### src/rtl/mips_pkg.sv
`default_nettype none
// ============================================================================
//  Module      : mips_pkg
//  Description : Shared widths, fetch-state encoding and opcode constants for
//                the MIPS instruction fetch stage and its benches.
//  Revision    : 1.0 - initial release
// ============================================================================
package mips_pkg;

    localparam int OPC_W   = 6;
    localparam int FUNCT_W = 6;
    localparam int INSTR_W = 32;

    // Fetch state machine encoding
    localparam int                 STATE_W  = 2;
    localparam logic [STATE_W-1:0] ST_IDLE  = 2'd0;
    localparam logic [STATE_W-1:0] ST_ISSUE = 2'd1;
    localparam logic [STATE_W-1:0] ST_WAIT  = 2'd2;
    localparam logic [STATE_W-1:0] ST_FULL  = 2'd3;

    // Opcode values of interest to control and to benches
    localparam logic [OPC_W-1:0] OPC_RTYPE = 6'b000000;
    localparam logic [OPC_W-1:0] OPC_LW    = 6'b100011;
    localparam logic [OPC_W-1:0] OPC_SW    = 6'b101011;
    localparam logic [OPC_W-1:0] OPC_BEQ   = 6'b000100;

    function automatic logic [OPC_W-1:0] instr_opc(input logic [INSTR_W-1:0] instr);
        return instr[31:26];
    endfunction

    function automatic logic [FUNCT_W-1:0] instr_funct(input logic [INSTR_W-1:0] instr);
        return instr[5:0];
    endfunction

endpackage
`default_nettype wire

### src/rtl/fetch_skid_reg.sv
`default_nettype none
// ============================================================================
//  Module      : fetch_skid_reg
//  Description : One-entry holding register for an instruction word and its
//                pc+4 that returned from memory while decode was stalled.
//  Revision    : 1.0 - initial release
// ============================================================================
module fetch_skid_reg
    import mips_pkg::*;
#(
    parameter int ADDR_W = 32
) (
    input  logic               clk,
    input  logic               rst_n,
    input  logic               i_load,
    input  logic               i_unload,
    input  logic               i_clear,
    input  logic [INSTR_W-1:0] i_instr,
    input  logic [ADDR_W-1:0]  i_pc_plus4,
    output logic [INSTR_W-1:0] o_instr,
    output logic [ADDR_W-1:0]  o_pc_plus4,
    output logic               o_full
);

    logic [INSTR_W-1:0] r_instr;
    logic [ADDR_W-1:0]  r_pc_plus4;
    logic               r_full;

    // Capture on load, empty on unload; a clear (redirect) wins over both
    always_ff @(posedge clk or negedge rst_n) begin
        if (!rst_n) begin
            r_instr    <= '0;
            r_pc_plus4 <= '0;
            r_full     <= 1'b0;
        end else if (i_clear) begin
            r_full <= 1'b0;
        end else if (i_load) begin
            r_instr    <= i_instr;
            r_pc_plus4 <= i_pc_plus4;
            r_full     <= 1'b1;
        end else if (i_unload) begin
            r_full <= 1'b0;
        end
    end

    assign o_instr    = r_instr;
    assign o_pc_plus4 = r_pc_plus4;
    assign o_full     = r_full;

endmodule
`default_nettype wire

### src/rtl/mips_fetch_stage.sv
`default_nettype none
// ============================================================================
//  Module      : mips_fetch_stage
//  Description : Instruction fetch stage. Holds the PC, issues one memory read
//                at a time, presents the fetched word and its opcode/funct
//                fields to decode, honours stall and branch redirect.
//  Revision    : 1.0 - initial release
// ============================================================================
module mips_fetch_stage
    import mips_pkg::*;
#(
    parameter int                ADDR_W   = 32,
    parameter logic [ADDR_W-1:0] RESET_PC = '0
) (
    input  logic               clk,
    input  logic               rst_n,
    output logic               imem_req,
    output logic [ADDR_W-1:0]  imem_addr,
    input  logic               imem_valid,
    input  logic [INSTR_W-1:0] imem_rdata,
    input  logic               stall,
    input  logic               branch_taken,
    input  logic [ADDR_W-1:0]  branch_target,
    output logic               if_valid,
    output logic [INSTR_W-1:0] if_instr,
    output logic [OPC_W-1:0]   if_opc,
    output logic [FUNCT_W-1:0] if_funct,
    output logic [ADDR_W-1:0]  if_pc_plus4
);

    logic [STATE_W-1:0] r_state;
    logic [STATE_W-1:0] w_next_state;
    logic               r_kill;
    logic [ADDR_W-1:0]  r_pc;
    logic               r_if_valid;
    logic [INSTR_W-1:0] r_if_instr;
    logic [ADDR_W-1:0]  r_if_pc_plus4;

    logic [ADDR_W-1:0]  w_pc_plus4;
    logic [ADDR_W-1:0]  w_target;
    logic               w_slot_free;
    logic               w_redirect;
    logic               w_rsp;
    logic               w_skid_load;
    logic               w_skid_unload;
    logic               w_skid_clear;
    logic [INSTR_W-1:0] w_skid_instr;
    logic [ADDR_W-1:0]  w_skid_pc_plus4;
    logic               w_skid_full;

    // PC increment wraps naturally at the top of the address space
    assign w_pc_plus4  = r_pc + ADDR_W'(4);
    // Branch targets are always word aligned
    assign w_target    = branch_target & ~ADDR_W'(3);
    // Decode takes the current word this cycle, or there is none to take
    assign w_slot_free = !r_if_valid || !stall;
    // IDLE only latches a new PC; every other state also flushes
    assign w_redirect  = branch_taken && (r_state != ST_IDLE);
    // A response only counts while a read is actually outstanding
    assign w_rsp       = (r_state == ST_WAIT) && imem_valid;

    assign w_skid_load   = w_rsp && !r_kill && !w_slot_free && !branch_taken;
    assign w_skid_unload = (r_state == ST_FULL) && w_skid_full && !stall && !branch_taken;
    assign w_skid_clear  = w_redirect;

    fetch_skid_reg #(
        .ADDR_W (ADDR_W)
    ) u_skid (
        .clk        (clk),
        .rst_n      (rst_n),
        .i_load     (w_skid_load),
        .i_unload   (w_skid_unload),
        .i_clear    (w_skid_clear),
        .i_instr    (imem_rdata),
        .i_pc_plus4 (w_pc_plus4),
        .o_instr    (w_skid_instr),
        .o_pc_plus4 (w_skid_pc_plus4),
        .o_full     (w_skid_full)
    );

    // State register
    always_ff @(posedge clk or negedge rst_n) begin
        if (!rst_n) begin
            r_state <= ST_IDLE;
        end else begin
            r_state <= w_next_state;
        end
    end

    // Next-state logic; redirect takes priority over response and stall
    always_comb begin
        w_next_state = r_state;
        case (r_state)
            ST_IDLE:  w_next_state = ST_ISSUE;
            ST_ISSUE: w_next_state = ST_WAIT;
            ST_WAIT: begin
                if (branch_taken) begin
                    w_next_state = imem_valid ? ST_ISSUE : ST_WAIT;
                end else if (imem_valid) begin
                    w_next_state = (r_kill || w_slot_free) ? ST_ISSUE : ST_FULL;
                end
            end
            ST_FULL: begin
                if (branch_taken || !stall) begin
                    w_next_state = ST_ISSUE;
                end
            end
            default:  w_next_state = ST_IDLE;
        endcase
    end

    // Memory request outputs, address forced to zero when not requesting
    always_comb begin
        imem_req  = 1'b0;
        imem_addr = '0;
        if (r_state == ST_ISSUE) begin
            imem_req  = 1'b1;
            imem_addr = r_pc;
        end
    end

    // PC, kill flag and decode-facing output register
    always_ff @(posedge clk or negedge rst_n) begin
        if (!rst_n) begin
            r_pc          <= RESET_PC;
            r_kill        <= 1'b0;
            r_if_valid    <= 1'b0;
            r_if_instr    <= '0;
            r_if_pc_plus4 <= '0;
        end else begin
            // A word shown while stall is low has been consumed
            if (!stall) begin
                r_if_valid <= 1'b0;
            end

            if (w_redirect) begin
                r_pc       <= w_target;
                r_if_valid <= 1'b0;
                // Only a read still in flight needs its data discarded later
                r_kill     <= (r_state == ST_ISSUE) ||
                              ((r_state == ST_WAIT) && !imem_valid);
            end else if (branch_taken) begin
                r_pc <= w_target;
            end else if (w_rsp) begin
                if (r_kill) begin
                    r_kill <= 1'b0;
                end else begin
                    r_pc <= w_pc_plus4;
                    if (w_slot_free) begin
                        r_if_valid    <= 1'b1;
                        r_if_instr    <= imem_rdata;
                        r_if_pc_plus4 <= w_pc_plus4;
                    end
                end
            end else if (w_skid_unload) begin
                r_if_valid    <= 1'b1;
                r_if_instr    <= w_skid_instr;
                r_if_pc_plus4 <= w_skid_pc_plus4;
            end
        end
    end

    assign if_valid    = r_if_valid;
    assign if_instr    = r_if_instr;
    assign if_opc      = instr_opc(r_if_instr);
    assign if_funct    = instr_funct(r_if_instr);
    assign if_pc_plus4 = r_if_pc_plus4;

endmodule
`default_nettype wire

### config.mk
export PLATFORM = sky130hd
export DESIGN_NAME = mips_fetch_stage
export DESIGN_NICKNAME = d
export VERILOG_FILES = /design/src/rtl/mips_pkg.sv /design/src/rtl/fetch_skid_reg.sv /design/src/rtl/mips_fetch_stage.sv
export SDC_FILE = /design/constraint.sdc
export NUM_CORES = 1
export LEC_CHECK = 0
export CORE_MARGIN = 4
export CORE_UTILIZATION = 55
export DETAILED_ROUTE_END_ITERATION = 16
export PLACE_DENSITY = 0.84
export SKIP_CTS_REPAIR_TIMING = 1
export SLEW_MARGIN = 5
export SYNTH_ARGS = -nofsm -noshare
export SYNTH_HDL_FRONTEND = slang
export SYNTH_SLANG_ARGS = --single-unit
### constraint.sdc
create_clock -name clk -period 5.6 [get_ports clk]
set_clock_uncertainty 0.15 [all_clocks]
set_input_delay 1.68 -clock clk [delete_from_list [all_inputs] [get_ports clk]]
set_output_delay 1.68 -clock clk [all_outputs]
set_load 0.005 [all_outputs]
==> impl_metrics.json, run 1 <==
{
  "synth_seq_cells": 159,
  "htreeDepth": 4,
  "cp_num_buf_inv": 2,
  "sw_frac_of_total": 0.285,
  "overflow": 0,
  "io_pins": 179,
  "critical_path_arrival_ns": 2.51,
  "synth_edf_count": 0,
  "ir_worst_vdd_mv": 0.272,
  "die_w_um": 128,
  "gp_congestion": 0.854,
  "rows": 43,
  "critPathMaxFanout": 34,
  "worst-setup-path-type": "reg -> out",
  "synth_area_um2": 7980,
  "postSynthAreaPerCell_um2": 8.57,
  "die_h_um": 128,
  "route.vias.total": 7009,
  "end_kind": "output port",
  "drtIter0Drc": 521,
  "dp_hpwl_um": 13900,
  "layout-drive-gt1-share": 0.0627,
  "dpl.cell_count": 1217,
  "routed_wl_um": 21200,
  "tns_ns": 0,
  "p_seq_frac": 0.391,
  "hold_viol_final": 0,
  "clkLatencyLatePin_ns": 0.43,
  "clk_path_buf_depth": 2,
  "cts-root-buf": "clkbuf_16",
  "max_freq_ghz": 0.230,
  "crit_slowest_cell": "ha_1",
  "rsz0062_at_grt": "false",
  "p_switching_mw": 1.13,
  "async_flop_share": 1.00,
  "syn_to_final_growth_pct": 28.7,
  "critical_path.top_delay_family": "adder cells",
  "p_int_mw": 2.83,
  "gr-usage-all-layers": 0.261,
  "ys_types": 47,
  "cp-start-kind": "register",
  "cts_tree": "done",
  "clk_pin_slew_worst_paths_ns": 0.06,
  "antenna_found_initial": 0,
  "period_needed_ns": 4.34,
  "finalSetupViolCount": 0,
  "top_layer_used": "met4",
  "crit_path_cell_trace": "inv_1 > ha_1 > and2_1 > clkdlybuf4s50_1",
  "fin_cells": 1248,
  "grt_max_degree": 112,
  "routedWlPerCell_um": 17.0,
  "synthCells": 932,
  "final_core_util": 0.732,
  "hold_path.class": "reg -> reg",
  "drc": 0,
  "outcome": "complete, no violations",
  "clock-sinks": 159,
  "dr.pass1.iters": 7,
  "powerDensity_nw_per_um2": 385,
  "die-area_um2": 16500,
  "num-fill-cells": 1028,
  "fin_area_um2": 10300,
  "met1_length_um": 8980,
  "start_util": 0.569,
  "p_leak_nw": 4.41,
  "num_antenna_cells": 0,
  "grt_pass1_vias": 6872,
  "cts_buffers": 17,
  "fin_crit_sh": 0.776,
  "vias_per_cell": 5.62,
  "grt_pass1_wl_um": 34300,
  "port_buffers": 172,
  "cap_viol_max_count": 0,
  "slew_headroom": 0.320,
  "placed_area_um2": 9660,
  "worstPathRequired_ns": 3.77,
  "clkPwrFrac": 0.305,
  "layout.nets": 1130,
  "met2_length_um": 10400,
  "met3_length_um": 1170,
  "drv_slew": 0,
  "combPwrFrac": 0.304,
  "synthFlopType": "dfrtp_1",
  "tightestPinTransition_ns": 1.02,
  "ant_nets": 0,
  "synth-seq-area-share": 0.498,
  "yosys_warnings": 0,
  "core_area_um2": 14000,
  "slowest_delay_ns": 0.79
}
[cell families (layout without fill, tap and decap cells)]
logic type,Yosys count,after routing,share of synthesized area
other cells,1,4,0.000470
fa+ha+maj,5,5,0.00784
buf+inv,90,223,0.0528
xor+xnor,55,55,0.0603
mux,6,6,0.00768
flops,159,159,0.498
compound gates,153,153,0.110
simple gates,463,463,0.263
[cell type report]
| class | instances | area [µm²] | area share |
|---|---|---|---|
| Sequential cell | 159 | 3980 | 0.387 |
| Multi-Input combinational cell | 686 | 3610 | 0.351 |
| Timing Repair Buffer | 186 | 1820 | 0.177 |
| Clock buffer | 22 | 484 | 0.0471 |
| Tap cell | 180 | 225 | 0.0219 |
| Clock inverter | 9 | 131 | 0.0128 |
| Inverter | 6 | 22.5 | 0.00219 |
[cell usage in the layout (no fill, tap or decap), types with 3 or more instances in the layout]
master	instances
nand2_1	271
xor2_1	31
nor4_1	10
clkinvlp_4	3
nor4_2	3
dfrtp_1	159
or3_1	4
buf_4	14
ha_1	5
bufinv_16	3
o21ai_1	4
mux2i_1	5
o21ai_0	72
a21o_1	3
a21oi_1	19
nand4_1	11
nand3b_1	6
a211oi_1	3
and2_1	30
clkdlybuf4s50_1	170
nor2_1	74
a31oi_1	36
and3_1	8
nand3_1	18
inv_1	6
clkbuf_8	4
xnor2_1	24
nor3_1	11
nor3_2	3
clkbuf_16	17
conb_1	4
a22oi_1	7
[worst paths after layout]
path | startpoint | end | slack, ns | cells past startpoint
hold / removal | u_skid.o_pc_plus4[22] | u_skid.o_pc_plus4[22] | 0.32 | 2
min in group asynchronous | rst_n | if_instr[16] | 1.23 | 1
hold reg to reg | u_skid.o_pc_plus4[22] | u_skid.o_pc_plus4[22] | 0.32 | 2
max in group asynchronous | rst_n | r_pc[5] | 3.14 | 2
setup reg to reg | r_state[0] | if_pc_plus4[13] | 2.37 | 9
setup / recovery | r_state[1] | imem_addr[31] | 1.26 | 4
[synthesized netlist by cell type (all sizes together) (6+ instances only)]
| library cell | count | share of area |
|---|---|---|
| nand2 | 272 | 0.13 |
| dfrtp | 159 | 0.50 |
| o21ai | 76 | 0.048 |
| nor2 | 74 | 0.035 |
| clkbuf | 53 | 0.025 |
| a31oi | 36 | 0.028 |
| and2 | 31 | 0.024 |
| buf | 31 | 0.025 |
| xor2 | 31 | 0.034 |
| xnor2 | 24 | 0.026 |
| nand3 | 20 | 0.013 |
| a21oi | 19 | 0.012 |
| nor4 | 15 | 0.018 |
| nor3 | 14 | 0.010 |
| nand4 | 13 | 0.013 |
| and3 | 8 | 0.0063 |
| a22oi | 7 | 0.0066 |
| inv | 6 | 0.0028 |
| nand3b | 6 | 0.0056 |
[metrics by stage]
stage	hold slack, ns	setup WS [ns]	total power, mW
2_1_floorplan	0.291	2.37	2.04
3_5_place_dp	0.310	0.924	2.76
6_report	0.324	1.26	3.95
4_1_cts	0.326	1.25	3.98
3_3_place_gp	0.303	1.00	2.73
5_1_grt	0.351	1.13	4.15
[registers in the layout, summed over array words and instances (netlist names)]
signal	flops
if_instr	32
u_skid.o_instr	32
if_pc_plus4	30
r_pc	30
u_skid.o_pc_plus4	30
r_state	2
if_valid	1
r_kill	1
u_skid.o_full	1
[power by group through the flow]
stage / Clock (mW) / Sequential [mW] / Combinational [mW]
after floorplan: 0 / 1.52 / 0.514
after global placement: 0 / 1.55 / 1.18
after detailed placement: 0 / 1.56 / 1.21
after CTS: 1.22 / 1.54 / 1.22
after global routing: 1.27 / 1.57 / 1.30
final: 1.21 / 1.55 / 1.20
[worst min-delay path: cells and delay by family (launching register included)]
kind | cells | cell delay [ns]
simple gates | 1 | 0.04
compound gates | 1 | 0.06
flops | 1 | 0.34
[layer usage]
layer  vias to the layer above  track usage
met5                         -            0
met4                         0        0.104
met3                        48       0.0498
met2                       261        0.428
met1                      3367        0.343
li1                       3333            -
Note: power is estimated with default switching activity, not from simulation.
==> inputs of run 2 (changes only) <==
Settings changed: CORE_UTILIZATION 55 to 51, PLACE_DENSITY 0.84 to 0.79.
Clock period 5.6 ns to 4.5 ns, I/O delays scaled along.
==> run 2 against run 1 <==
  * Wire length shrank 2.6%
  * Final cell count grew 2.5%
  * Utilization shrank 5.5 points
  * Total power grew 23%
  * Register-to-register slack lost 0.70 ns
  * Sequential share of layout area shrank 0.22 points
  * Final area grew 0.56%
  * Critical endpoint is now imem_addr[2]
  * Highest routed layer unchanged
==> impl_metrics.json, run 2 (synthesis results as in run 1) <==
{
  "outcome": "complete, no violations",
  "worstRegToRegCells": 8,
  "die-area_um2": 17700,
  "routed_wl_um": 20700,
  "ant_nets": 0,
  "layout.nets": 1131,
  "routedWlPerCell_um": 16.2,
  "fin_crit_sh": 0.791,
  "clkLatencyLatePin_ns": 0.42,
  "dr.pass1.iters": 4,
  "grt_pass1_wl_um": 33900,
  "mostFrequentLayoutCells": "nand2_1 (271), clkdlybuf4s50_1 (170), dfrtp_1 (159), nor2_1 (74), o21ai_0 (72)",
  "htreeDepth": 4,
  "final_common_cell": "nand2_1",
  "tns_ns": 0,
  "p_leak_nw": 4.42,
  "drv_slew": 0,
  "core_area_um2": 15300,
  "dpl.cell_count": 1249,
  "period_needed_ns": 3.56,
  "min_from": "u_skid.o_pc_plus4[26]",
  "slew_headroom": 0.417,
  "cap_viol_max_count": 0,
  "critPathMaxFanout": 34,
  "io_pins": 179,
  "ir_worst_vdd_mv": 0.322,
  "antenna_found_initial": 0,
  "r2r-start": "r_state[0]",
  "crit_start": "r_state[1]",
  "worst-setup-path-type": "reg -> out",
  "layout-drive-gt1-share": 0.0599,
  "port_buffers": 172,
  "drtIter0Drc": 501,
  "hold_path.class": "reg -> reg",
  "overflow": 0,
  "num-fill-cells": 1211,
  "die_w_um": 133,
  "cts_tree": "done",
  "clock-sinks": 159,
  "syn_to_final_growth_pct": 29.4,
  "worstPathRequired_ns": 3.00,
  "die_h_um": 133,
  "r2r_end": "u_skid.o_instr[23]",
  "endpoint": "imem_addr[2]",
  "clk_pin_slew_worst_paths_ns": 0.06,
  "multi_input_area_um2": 3610,
  "grt_pass1_vias": 6594,
  "finalSetupViolCount": 0,
  "cts-root-buf": "clkbuf_16",
  "start_util": 0.523,
  "seq_area_um2": 3980,
  "max_freq_ghz": 0.281,
  "clk_path_buf_depth": 2,
  "vias_per_cell": 5.41,
  "rows": 45,
  "rsz0062_at_grt": "false",
  "critical_path_arrival_ns": 2.06,
  "num_antenna_cells": 0,
  "hold_viol_final": 0,
  "route.vias.total": 6918,
  "gr-usage-all-layers": 0.237,
  "tightestPinTransition_ns": 0.875,
  "cp-start-kind": "register",
  "cts_buffers": 17,
  "dp_hpwl_um": 14000,
  "fin_cells": 1279,
  "grt_max_degree": 95,
  "drc": 0,
  "regToRegSetupSlack_ns": 1.67,
  "end_kind": "output port",
  "powerDensity_nw_per_um2": 471,
  "gp_congestion": 0.847
}
-- run 2: cell count changes in the layout (fill, tap and decap cells not counted), sizes merged --
cell / before / now
clkinvlp: 3 / 1
clkbuf: 22 / 24
inv: 7 / 6
buf: 16 / 17
-- run 2: area by class of cell --
class	instances	area share
inverters	6	0.00218
clock buffers	24	0.0466
clock inverters	6	0.0104
flip-flops and latches	159	0.385
repair buffers	187	0.181
multi-input cells	686	0.349
well taps	211	0.0256
-- run 2: stage by stage --
| step | setup slack, ns | area [µm²] | hold slack [ns] | total power, mW | utilization |
|---|---|---|---|---|---|
| global route | 0.826 | 10300 | 0.342 | 5.11 | 0.677 |
| CTS | 0.909 | 10300 | 0.324 | 4.90 | 0.677 |
| global placement | 0.577 | 9740 | 0.304 | 3.41 | 0.639 |
| finish | 0.938 | 10300 | 0.322 | 4.86 | 0.677 |
| floorplan | 1.60 | 8000 | 0.291 | 2.54 | - |
| detailed placement | 0.550 | 9740 | 0.309 | 3.44 | 0.639 |
-- run 2: how the worst min path moves through the flow --
stage / endpoint / cells after the start
finish: u_skid.o_pc_plus4[26] / 2
global placement: u_skid.o_pc_plus4[21] / 2
detailed placement: u_skid.o_pc_plus4[13] / 2
global route: u_skid.o_pc_plus4[26] / 2
floorplan: u_skid.o_pc_plus4[11] / 2
CTS: u_skid.o_pc_plus4[13] / 2
-- run 2: per-layer routing --
metal / wire length [µm] / global-route usage / vias to the layer above / share of wire
met5: 0 / 0 / - / 0
met4: 467 / 0.0800 / 0 / 0.023
met3: 952 / 0.0378 / 31 / 0.046
met2: 10300 / 0.383 / 190 / 0.50
met1: 8930 / 0.329 / 3363 / 0.43
li1: - / - / 3334 / -
-- run 2: worst max-delay path, stage by stage (launching register included) --
cell,delay (ns)
dfrtp_1,0.41
inv_1,0.09
ha_1,0.14
buf_4,0.29
and2_1,0.17
clkdlybuf4s50_1,0.53
-- run 2: power by group --
group	internal (mW)	switching, mW	total [mW]
clock	0.909	0.546	1.46
sequential	1.70	0.219	1.92
combinational	0.895	0.594	1.49
total	3.51	1.36	4.86
==> inputs of run 3 (changes only) <==
Settings changed: CORE_UTILIZATION 51 to 46, PLACE_DENSITY 0.79 to 0.75.
Clock period 4.5 ns to 3.17 ns, I/O delays scaled along.
==> run 3 against run 2 <==
  * Utilization fell by 4.7 points
  * Wire length grew 4.2%
  * Final area up 2.5%
  * Critical path depth unchanged
  * Non-clock buffer count rose by 15
==> impl_metrics.json, run 3 (synthesis results as in run 1) <==
{
  "num_antenna_cells": 0,
  "cts-root-buf": "clkbuf_16",
  "fin_cells": 1305,
  "p_seq_frac": 0.377,
  "ant_nets": 0,
  "die-area_um2": 19500,
  "powerDensity_nw_per_um2": 683,
  "combPwrFrac": 0.309,
  "grtUsageMet1": 0.295,
  "routed_wl_um": 21500,
  "met2_usage": 0.368,
  "hold_path.class": "reg -> reg",
  "mostFrequentLayoutCells": "nand2_1 (271), clkdlybuf4s50_1 (170), dfrtp_1 (159), nor2_1 (74), o21ai_0 (72)",
  "max_freq_ghz": 0.325,
  "clk_path_buf_depth": 2,
  "critPathMaxFanout": 17,
  "dpl.cell_count": 1272,
  "antenna_found_initial": 0,
  "cts_buffers": 17,
  "crit_path_cell_trace": "inv_1 > ha_4 > buf_12 > and2_1 > clkdlybuf4s50_1",
  "fin_crit_sh": 0.970,
  "dr.pass1.iters": 5,
  "p_switching_mw": 2.01,
  "final_common_cell": "nand2_1",
  "period_needed_ns": 3.08,
  "hold_viol_final": 0,
  "p_int_mw": 5.23,
  "syn_to_final_growth_pct": 32.6,
  "core_area_um2": 16800,
  "clkPwrFrac": 0.314,
  "clkLatencyLatePin_ns": 0.42,
  "tightestPinTransition_ns": 0.709,
  "end_kind": "output port",
  "gr-usage-all-layers": 0.222,
  "outcome": "complete, no violations",
  "clk_pin_slew_worst_paths_ns": 0.06,
  "tns_ns": 0,
  "sw_frac_of_total": 0.277,
  "worst-setup-path-type": "reg -> out",
  "cp_num_buf_inv": 3,
  "layout.nets": 1146,
  "grt_max_degree": 61,
  "slew_headroom": 0.523,
  "busiest_layer": "met2",
  "rsz0062_at_grt": "false",
  "route.vias.total": 6940,
  "gp_congestion": 0.871,
  "cts_tree": "done",
  "drv_slew": 0,
  "port_buffers": 172,
  "vias_per_cell": 5.32,
  "drtIter0Drc": 381,
  "critical_path_arrival_ns": 1.98,
  "regToRegSetupSlack_ns": 0.59,
  "slowest_delay_ns": 0.51,
  "dp_hpwl_um": 14700,
  "finalSetupViolCount": 0,
  "cp-start-kind": "register",
  "ir_worst_vdd_mv": 0.471,
  "cap_viol_max_count": 0,
  "crit_slowest_cell": "clkdlybuf4s50_1",
  "p_leak_nw": 4.54,
  "layout-drive-gt1-share": 0.0783,
  "critical_path.top_delay_family": "buffers and inverters",
  "worstPathRequired_ns": 2.07,
  "overflow": 0,
  "drc": 0,
  "grt_pass1_wl_um": 35400,
  "grt_pass1_vias": 7002,
  "die_h_um": 140,
  "io_pins": 179,
  "rows": 47,
  "routedWlPerCell_um": 16.5,
  "die_w_um": 140,
  "met3_usage": 0.0405,
  "start_util": 0.475,
  "clock-sinks": 159,
  "htreeDepth": 4
}
==> run 3: cell types whose count changed in the layout (fill, tap and decap cells not counted), sizes merged <==
cell | before | now
clkbuf | 24 | 22
clkinvlp | 1 | 2
bufinv | 3 | 5
clkinv | 2 | 4
buf | 17 | 31
==> run 3: final cells by class <==
cell class | count | area [µm²]
well taps | 220 | 275
clock buffers | 21 | 470
flip-flops and latches | 159 | 3980
inverters | 6 | 22.5
repair buffers | 202 | 2040
clock inverters | 11 | 185
fillers | 1437 | 6230
multi-input cells | 686 | 3620
==> run 3: final timing paths <==
check | to | cells after the start | from
max | imem_addr[31] | 5 | r_state[1]
min | u_skid.o_instr[29] | 2 | u_skid.o_instr[29]
max reg2reg | r_pc[20] | 6 | r_pc[2]
min reg2reg | u_skid.o_instr[29] | 2 | u_skid.o_instr[29]
max in group asynchronous | if_pc_plus4[16] | 2 | rst_n
min in group asynchronous | if_instr[12] | 1 | rst_n
==> run 3: power by group through the flow <==
| stage | clock [mW] | combinational [mW] | sequential, mW |
|---|---|---|---|
| after floorplan | 0 | 0.908 | 2.69 |
| after global routing | 2.41 | 2.45 | 2.78 |
| after CTS | 2.31 | 2.18 | 2.73 |
| after detailed placement | 0 | 2.17 | 2.76 |
| after global placement | 0 | 2.13 | 2.74 |
| final | 2.27 | 2.24 | 2.73 |
==> run 3: through the flow <==
stage	setup slack, ns	instance area [µm²]	power, mW	hold slack, ns	util
after floorplan	0.670	8000	3.60	0.291	-
after global placement	0.271	9880	4.88	0.304	0.588
after detailed placement	0.206	9880	4.92	0.309	0.588
after CTS	-0.0267	10500	7.21	0.327	0.627
after global routing	0.00530	10600	7.64	0.335	0.630
final	0.0938	10600	7.24	0.323	0.630
==> run 3: routing by layer <==
metal	vias to the layer above	wire length, µm
li1	3351	-
met1	3367	9470
met2	190	10500
met3	32	1040
met4	0	481
met5	-	0
==> run 3: worst register-to-register path, cell delays in order (launching register included) <==
cell,delay (ns)
dfrtp_1,0.52
ha_1,0.28
nand3_2,0.23
or4_4,0.64
nor4_1,0.36
xnor2_1,0.17
o21ai_0,0.09
